`config.mk`:
```
export PLATFORM = sky130hd
export DESIGN_NAME = rs232_avm_responder
export DESIGN_NICKNAME = d
export VERILOG_FILES = /design/src/rtl/rs232_avm_responder.sv
export SDC_FILE = /design/constraint.sdc
export NUM_CORES = 1
export LEC_CHECK = 0
export CORE_MARGIN = 2
export CORE_UTILIZATION = 55
export DETAILED_ROUTE_END_ITERATION = 8
export GPL_TIMING_DRIVEN = 0
export PLACE_DENSITY = 0.84
export SYNTH_ARGS = -nofsm -noshare
export SYNTH_HDL_FRONTEND = slang
export SYNTH_SLANG_ARGS = --single-unit
```
`constraint.sdc`:
```
create_clock -name avm_clk -period 9.24 [get_ports avm_clk]
set_input_delay 2.772 -clock avm_clk [delete_from_list [all_inputs] [get_ports avm_clk]]
set_output_delay 2.772 -clock avm_clk [all_outputs]
set_load 0.02 [all_outputs]
```
`src/rtl/rs232_avm_responder.sv`:
```
// Avalon-MM responder emulating the RS232 UART register map (RX=0, TX=4, STATUS=8).
// Wait-state handshake, with byte FIFOs on the host-side valid/ready streams.
module rs232_avm_responder #(
  parameter int FIFO_DEPTH  = 4,
  parameter int WAIT_CYCLES = 1
) (
  input  logic        avm_clk,
  input  logic        avm_rst,
  input  logic [4:0]  avs_address,
  input  logic        avs_read,
  output logic [31:0] avs_readdata,
  input  logic        avs_write,
  input  logic [31:0] avs_writedata,
  output logic        avs_waitrequest,
  input  logic [7:0]  i_rx_data,
  input  logic        i_rx_valid,
  output logic        o_rx_ready,
  output logic [7:0]  o_tx_data,
  output logic        o_tx_valid,
  input  logic        i_tx_ready
);
  localparam int PW = $clog2(FIFO_DEPTH);
  localparam int CW = (WAIT_CYCLES > 1) ? $clog2(WAIT_CYCLES + 1) : 1;
  localparam logic [CW-1:0] WAIT_LOAD = CW'(WAIT_CYCLES);
  localparam logic [PW:0]   DEPTH     = (PW + 1)'(FIFO_DEPTH);

  typedef enum logic [1:0] {S_IDLE, S_WAIT, S_ACK} state_t;

  state_t          r_state, w_state_next;
  logic [CW-1:0]   r_cnt, w_cnt_next;
  logic            r_waitrequest;
  logic [31:0]     r_readdata, w_readdata;
  logic            r_op_rd, r_op_wr;
  logic [4:0]      r_op_addr;
  logic [7:0]      r_op_wdata;
  logic            r_ovf;

  logic [7:0]      r_rx_mem [FIFO_DEPTH];
  logic [PW-1:0]   r_rx_wp, r_rx_rp;
  logic [PW:0]     r_rx_cnt;
  logic [7:0]      r_tx_mem [FIFO_DEPTH];
  logic [PW-1:0]   r_tx_wp, r_tx_rp;
  logic [PW:0]     r_tx_cnt;

  logic w_req, w_enter_ack, w_ack;
  logic w_rx_empty, w_rx_full, w_tx_empty, w_tx_full;
  logic w_rx_push, w_rx_pop, w_tx_push, w_tx_pop, w_tx_wr, w_ovf_clr;
  logic w_unused_wdata;

  assign w_unused_wdata = ^avs_writedata[31:8];

  assign w_req       = avs_read | avs_write;
  assign w_ack       = (r_state == S_ACK);
  assign w_enter_ack = (w_state_next == S_ACK);

  always_comb begin
    w_state_next = r_state;
    w_cnt_next   = r_cnt;
    case (r_state)
      S_IDLE: if (w_req) begin
        w_cnt_next   = WAIT_LOAD;
        w_state_next = (WAIT_CYCLES == 0) ? S_ACK : S_WAIT;
      end
      S_WAIT: if (!w_req) begin
        w_cnt_next   = '0;
        w_state_next = S_IDLE;
      end else begin
        w_cnt_next = r_cnt - 1'b1;
        if (r_cnt <= CW'(1)) w_state_next = S_ACK;
      end
      default: w_state_next = S_IDLE;
    endcase
  end

  assign w_rx_empty = (r_rx_cnt == '0);
  assign w_rx_full  = (r_rx_cnt == DEPTH);
  assign w_tx_empty = (r_tx_cnt == '0);
  assign w_tx_full  = (r_tx_cnt == DEPTH);

  // Read data is snapshotted on entry to ACK; a read with write high wins.
  always_comb begin
    w_readdata = '0;
    if (avs_read) begin
      case (avs_address)
        5'd0: if (!w_rx_empty) w_readdata = {24'h0, r_rx_mem[r_rx_rp]};
        5'd8: w_readdata = {24'h0, !w_rx_empty, !w_tx_full, 5'b0, r_ovf};
        default: w_readdata = '0;
      endcase
    end
  end

  assign w_rx_pop  = w_ack && r_op_rd && (r_op_addr == 5'd0) && !w_rx_empty;
  assign w_rx_push = i_rx_valid && !w_rx_full;
  assign w_tx_wr   = w_ack && r_op_wr && (r_op_addr == 5'd4);
  assign w_tx_push = w_tx_wr && !w_tx_full;
  assign w_tx_pop  = !w_tx_empty && i_tx_ready;
  assign w_ovf_clr = w_ack && r_op_wr && (r_op_addr == 5'd8);

  always_ff @(posedge avm_clk or posedge avm_rst) begin
    if (avm_rst) begin
      r_state       <= S_IDLE;
      r_cnt         <= '0;
      r_waitrequest <= 1'b1;
      r_readdata    <= '0;
      r_op_rd       <= 1'b0;
      r_op_wr       <= 1'b0;
      r_op_addr     <= '0;
      r_op_wdata    <= '0;
      r_ovf         <= 1'b0;
    end else begin
      r_state       <= w_state_next;
      r_cnt         <= w_cnt_next;
      r_waitrequest <= !w_enter_ack;
      if (w_enter_ack) begin
        r_readdata <= w_readdata;
        r_op_rd    <= avs_read;
        r_op_wr    <= avs_write && !avs_read;
        r_op_addr  <= avs_address;
        r_op_wdata <= avs_writedata[7:0];
      end
      if (w_tx_wr && w_tx_full) r_ovf <= 1'b1;
      else if (w_ovf_clr)       r_ovf <= 1'b0;
    end
  end

  always_ff @(posedge avm_clk or posedge avm_rst) begin
    if (avm_rst) begin
      for (int unsigned i = 0; i < FIFO_DEPTH; i++) r_rx_mem[i] <= '0;
      r_rx_wp  <= '0;
      r_rx_rp  <= '0;
      r_rx_cnt <= '0;
    end else begin
      if (w_rx_push) begin
        r_rx_mem[r_rx_wp] <= i_rx_data;
        r_rx_wp           <= r_rx_wp + 1'b1;
      end
      if (w_rx_pop) r_rx_rp <= r_rx_rp + 1'b1;
      case ({w_rx_push, w_rx_pop})
        2'b10:   r_rx_cnt <= r_rx_cnt + 1'b1;
        2'b01:   r_rx_cnt <= r_rx_cnt - 1'b1;
        default: r_rx_cnt <= r_rx_cnt;
      endcase
    end
  end

  always_ff @(posedge avm_clk or posedge avm_rst) begin
    if (avm_rst) begin
      for (int unsigned i = 0; i < FIFO_DEPTH; i++) r_tx_mem[i] <= '0;
      r_tx_wp  <= '0;
      r_tx_rp  <= '0;
      r_tx_cnt <= '0;
    end else begin
      if (w_tx_push) begin
        r_tx_mem[r_tx_wp] <= r_op_wdata;
        r_tx_wp           <= r_tx_wp + 1'b1;
      end
      if (w_tx_pop) r_tx_rp <= r_tx_rp + 1'b1;
      case ({w_tx_push, w_tx_pop})
        2'b10:   r_tx_cnt <= r_tx_cnt + 1'b1;
        2'b01:   r_tx_cnt <= r_tx_cnt - 1'b1;
        default: r_tx_cnt <= r_tx_cnt;
      endcase
    end
  end

  assign avs_waitrequest = r_waitrequest;
  assign avs_readdata    = r_readdata;
  assign o_rx_ready      = !w_rx_full;
  assign o_tx_valid      = !w_tx_empty;
  assign o_tx_data       = r_tx_mem[r_tx_rp];
endmodule
```
==> results.toml, run 1 <==
[grt]
grt_max_degree = 58
grt_pass1_vias = 2897
track_usage_pct = 18.8
grt_first_pass_wirelength_um = 14100
grt_overflow = 0
antenna_found_initial = 0

[drt]
remaining_drc_errors = 0
wl_per_cell_um = 15.7
vias_per_cell = 5.20
dr.pass1.iters = 4
wl_um = 8370
dr.first_iter.drc_count = 109
ant_nets = 0
vias = 2772

[clocking]
cts_hold_buf = 0
clk_pin_slew_ns = 0.09
insertion_delay_ns = 0.36
post_cts_buffers = 0
htreeDepth = 3
cts_resized = 0
clockBufferDepth = 2
tritoncts = "built"
cts.sinks = 105
cts_buffers = 9
cts-root-buf = "clkbuf_8"

[job]
maxCapViolations = 0

[timing]
clock_skew_ns = 0.0132
rsz0062_at_grt = "false"
period_minus_slack_ns = 5.22
tns_ns = 0
hold_viol_final = 0
max-slew-margin-rel_pct = 46.3
worst_slew_pin_slew_ns = 0.805
setup_viol_count_final = 0
fmax_mhz = 192
worst_hold_slack_ns = 0.484
drv_slew = 0
fin_crit_sh_pct = 56.5

[die]
die_area_um2 = 9490
start_util_pct = 55.8
coreArea_um2 = 8590
die_h_um = 97.4
ios = 94
die_x_um = 97.4
num_rows = 34

[logic_synthesis]
synthFlopType = "dfrtp_1"
syn_avg_cell_area_um2 = 14.1
synth_top_cell_area_share_pct = 54.2
synth.most_common_cell = "dfrtp_1"
yosysTopAreaCell = "dfrtp_1"
syn_area_um2 = 4800
synthTopCellsByArea = "dfrtp_1 54%, mux2_2 18%, mux4_2 7.5%"
synth_edf_count = 0
ys_seq_area_share_pct = 54.8
async_flop_share_pct = 100
synthTopCellsByCount = "104 x dfrtp_1, 75 x mux2_2, 24 x buf_4, 22 x inv_1"
yosys.cell_types.count = 39
ys_seq_elements = 105
synth-warning-count = 0
syn_inst = 340

[critical_path]
path_cells = "clkbuf_1, mux4_2, clkdlybuf4s50_1"
critical_path_depth = 3
slowest_stage = "mux4_2"
endpoint_kind = "primary output"
cp_num_buf_inv = 2
required_ns = 6.47
r2r_cells = 9
cp_top_family = "buffers and inverters"
cp.arrival_ns = 2.45
crit_path_start_kind = "flip-flop"
worstPathMaxFanout = 10
crit_type = "flip-flop to primary output"
r2r_slack_ns = 6.57
slowest_delay_ns = 0.60

[finish]
nFillCells = 635
utilization_pct = 66.5
postLayoutCellArea_um2 = 5710
syn_to_final_growth_pct = 19.1
multi_input_area_um2 = 1970
antenna_cells = 0
drive_gt1_share_pct = 33.2
final_nets = 483
seq_area_um2 = 2630

[pwr]
cellLeakagePower_nw = 2.69
irDropWorstVdd_v = 0.000199
total_power_mw = 1.52
power_density_nw_per_um2 = 267

[outcome]
status = "finished clean"

[placed_design]
port_buffers = 45
hpwl_um = 5930
gp_congestion = 0.764
dpl_cell_area_um2 = 5500

[min_path]
holdPathStages = 2
hold_path.class = "flip-flop to flip-flop"
flip-flops by register name, indices dropped and copies added (netlist names):
name	flops
avs_readdata	8
r_ovf	1
r_state	2
r_tx_rp	2
avs_waitrequest	1
r_tx_mem	32
r_op_rd	1
r_tx_wp	2
r_rx_wp	2
r_rx_cnt	3
r_rx_rp	2
r_op_wr	1
r_op_wdata	8
r_rx_mem	32
r_op_addr	5
r_tx_cnt	3
power by group:
group / internal [mW] / switching [mW]
registers: 0.620 / 0.106
logic: 0.282 / 0.224
clock network: 0.136 / 0.156
final timing paths:
check / from / end
max: r_tx_rp[0]$_DFFE_PP0P_ / o_tx_data[7]
min: avs_readdata[7]$_DFFE_PP0N_ / avs_readdata[7]$_DFFE_PP0N_
max reg2reg: r_op_addr[0]$_DFFE_PP0N_ / r_tx_cnt[2]$_DFFE_PP0P_
min reg2reg: avs_readdata[7]$_DFFE_PP0N_ / avs_readdata[7]$_DFFE_PP0N_
max in group asynchronous: avm_rst / r_tx_mem[22]$_DFFE_PP0P_
min in group asynchronous: avm_rst / r_rx_wp[1]$_DFFE_PP0P_
cell families after synthesis:
kind of cell / Yosys count / synth area share (%)
and+or+nand+nor: 45 / 5.29
xor gates and xnor gates: 12 / 2.19
DFF: 105 / 54.8
adders and majority gates: 12 / 3.44
muxes: 95 / 26.0
other: 1 / 0.0782
buffers and inverters: 53 / 6.02
AOI/OAI and AO/OA: 17 / 2.19
stage by stage:
| step | setup WS, ns | cells |
|---|---|---|
| after detailed placement | 4.33 | 517 |
| after global routing | 3.85 | 533 |
| after CTS | 3.95 | 533 |
| final | 4.02 | 533 |
| after global placement | 2.34 | 516 |
| after floorplan | 3.71 | 363 |
per-layer routing:
layer / vias to the layer above / GRT usage (%) / share of wire (%)
met5: - / 0 / 0
met4: 0 / 3.63 / 0.91
met3: 5 / 5.18 / 4.0
met2: 58 / 33.6 / 54
met1: 1406 / 23.0 / 41
li1: 1303 / - / -
cells in the final DEF, fill, tap and decap left out, drive strengths merged, types with 2 or more instances in the layout:
cell / n
mux4: 16
and2: 2
xnor2: 6
nor2b: 2
or3: 2
clkdlybuf4s50: 45
or3b: 2
conb: 24
mux2: 77
buf: 28
clkbuf: 14
dfrtp: 104
xor2: 6
mux2i: 2
o21ai: 9
fa: 2
clkinv: 4
nor4: 2
nand2: 20
nor2: 7
inv: 23
a32oi: 2
ha: 10
area by class of cell:
| class | count | area share, % |
|---|---|---|
| Clock inverter | 6 | 1.34 |
| Multi-Input combinational cell | 205 | 34.4 |
| Tap cell | 108 | 2.36 |
| Sequential cell | 105 | 46.0 |
| Buffer | 31 | 3.61 |
| Clock buffer | 10 | 2.41 |
| Timing Repair Buffer | 46 | 8.36 |
| Inverter | 22 | 1.49 |
worst reg2reg max path, delay by kind of cell, from the launching register on:
kind	cells	cell delay (ns)
and+or+nand+nor	3	1.26
adders and majority gates	2	0.43
DFF	1	0.40
xor gates and xnor gates	2	0.29
buffers and inverters	2	0.18
(Power assumes the default switching activity.)
==> inputs of run 2 (changes only) <==
--- a/config.mk
+++ b/config.mk
@@ -6,10 +6,10 @@
 export NUM_CORES = 1
 export LEC_CHECK = 0
 export CORE_MARGIN = 2
-export CORE_UTILIZATION = 55
+export CORE_UTILIZATION = 47
 export DETAILED_ROUTE_END_ITERATION = 8
 export GPL_TIMING_DRIVEN = 0
-export PLACE_DENSITY = 0.84
+export PLACE_DENSITY = 0.77
 export SYNTH_ARGS = -nofsm -noshare
 export SYNTH_HDL_FRONTEND = slang
 export SYNTH_SLANG_ARGS = --single-unit
==> constraint.sdc (replaced) <==
create_clock -name avm_clk -period 4.7 [get_ports avm_clk]
set_input_delay 1.41 -clock avm_clk [delete_from_list [all_inputs] [get_ports avm_clk]]
set_output_delay 1.41 -clock avm_clk [all_outputs]
set_load 0.02 [all_outputs]
==> run 2 against run 1 <==
Net effect: via count increased by 1.3%; count of clock-buffer cells in the layout decreased by 1; setup slack got worse by 3.2 ns; sequential power increased by 96%; worst hold slack improved by 0.0069 ns; non-clock buffer count unchanged; combinational power increased by 96%; clock skew increased by 0.00097 ns; die area increased by 16%; cell count increased by 4.7%; critical endpoint is now o_tx_data[0]; largest power group unchanged.
==> results.toml, run 2 (same netlist as run 1, synthesis figures left out) <==
[outcome]
status = "finished clean"

[clocking]
tritoncts = "built"
clockBufferDepth = 2
htreeDepth = 3
cts.sinks = 105
clk_pin_slew_ns = 0.10
cts_hold_buf = 0
cts-root-buf = "clkbuf_8"
post_cts_buffers = 0
insertion_delay_ns = 0.38
cts_resized = 0
cts_buffers = 9

[timing]
drv_slew = 0
rsz0062_at_grt = "false"
worst_slew_pin_slew_ns = 0.806
clock_skew_ns = 0.0141
fmax_mhz = 257
setup_viol_count_final = 0
fin_crit_sh_pct = 82.7
worst_hold_slack_ns = 0.491
setup_ws_ns = 0.811
tns_ns = 0
max-slew-margin-rel_pct = 46.3
period_minus_slack_ns = 3.89
hold_viol_final = 0

[placed_design]
port_buffers = 45
hpwl_um = 6150
gp_congestion = 0.729
pre_cts_slack_ns = 1.15
dp.cells = 542

[grt]
grt_first_pass_wirelength_um = 14100
grt_max_degree = 67
grt_pass1_vias = 2879
grt_overflow = 0
antenna_found_initial = 0
track_usage_pct = 16.3

[pwr]
total_power_mw = 2.98
power_density_nw_per_um2 = 519
internal_power_mw = 1.99
comb_power_share_pct = 33.2
cellLeakagePower_nw = 2.68
clkPwrFrac_pct = 19.0
switching_share_pct = 33.3
p_seq_share_pct = 47.7
irDropWorstVdd_v = 0.000319
p_sw_uw = 993

[finish]
reg_top3 = "r_rx_mem (32), r_tx_mem (32)"
drive_gt1_share_pct = 33.2
antenna_cells = 0
final_common_cell = "dfrtp_1"
fin_cells = 558
final_nets = 483
final_cell_mix = "104 x dfrtp_1, 75 x mux2_2, 45 x clkdlybuf4s50_1"
syn_to_final_growth_pct = 19.7

[job]
maxCapViolations = 0

[critical_path]
cp_num_buf_inv = 2
crit_type = "flip-flop to primary output"
worstPathMaxFanout = 10
cp_top_family = "buffers and inverters"
required_ns = 3.29
cp.arrival_ns = 2.48
slowest_delay_ns = 0.61
r2r-start = "r_op_addr[0]$_DFFE_PP0N_"
slowest_stage = "clkbuf_1"
endpoint_kind = "primary output"
path_cells = "clkbuf_1, mux4_2, clkdlybuf4s50_1"
crit_path_start_kind = "flip-flop"
r2r_cells = 9
r2r_slack_ns = 2.09
critical_path_depth = 3
r2r-end = "r_tx_cnt[2]$_DFFE_PP0P_"

[min_path]
hold_end = "r_state[0]$_DFF_PP0_"
hold_path.class = "flip-flop to flip-flop"
min-delay-start = "r_state[1]$_DFF_PP0_"
holdPathStages = 1

[die]
die_x_um = 105
coreArea_um2 = 9860
die_h_um = 105
start_util_pct = 48.6
num_rows = 36
die_area_um2 = 11000
ios = 94

[drt]
vias_per_cell = 5.03
dr.first_iter.drc_count = 66
vias = 2809
remaining_drc_errors = 0
dr.pass1.iters = 4
wl_per_cell_um = 14.9
wl_um = 8320
ant_nets = 0
==> run 2: worst max-delay path by stage <==
stage | startpoint | slack, ns | end
floorplan | avm_rst | 0.53 | avs_readdata[0]$_DFFE_PP0N_
global placement | avm_rst | -0.81 | r_tx_mem[27]$_DFFE_PP0P_
detailed placement | r_tx_rp[0]$_DFFE_PP0P_ | 1.15 | o_tx_data[7]
CTS | r_tx_rp[0]$_DFFE_PP0P_ | 0.73 | o_tx_data[7]
global route | r_tx_rp[0]$_DFFE_PP0P_ | 0.63 | o_tx_data[7]
finish | r_tx_rp[0]$_DFFE_PP0P_ | 0.81 | o_tx_data[0]
==> run 2: metal layers <==
layer | routed length (um) | up-vias | global-route usage (%)
met3 | 357 | 13 | 4.37
met2 | 4330 | 60 | 28.8
li1 | - | 1297 | -
met1 | 3550 | 1439 | 19.9
met5 | 0 | - | 0
met4 | 87 | 0 | 3.71
==> run 2: power by group through the flow <==
stage | Clock, mW | Sequential [mW] | Combinational (mW)
5_1_grt | 0.621 | 1.47 | 1.10
3_5_place_dp | 0 | 1.44 | 1.01
4_1_cts | 0.588 | 1.42 | 1.01
2_1_floorplan | 0 | 1.38 | 0.780
6_report | 0.568 | 1.42 | 0.992
3_3_place_gp | 0 | 1.41 | 0.963
==> run 2: cell type report <==
cell class	count	area [um2]
plain buffers	31	206
repair buffers	46	478
multi-input cells	205	1970
clock inverters	7	88.8
inverters	22	85.1
clock buffers	9	124
fillers	802	4120
well taps	133	166
flip-flops and latches	105	2630
==> run 2: worst reg2reg max path, cell delays in order, from the launching register on <==
cell and delay (ns):
dfrtp_1 0.40, or4_1 0.60, nor4b_4 0.57, inv_1 0.09, ha_1 0.25, inv_1 0.07, fa_1 0.17, xor2_1 0.15
nor2_1 0.07, xor2_1 0.14
==> run 2: through the flow <==
stage	utilization (%)	area, um2
after floorplan	-	4880
after CTS	58.2	5740
final	58.2	5740
after global placement	55.8	5500
after global routing	58.2	5740
after detailed placement	56.1	5530
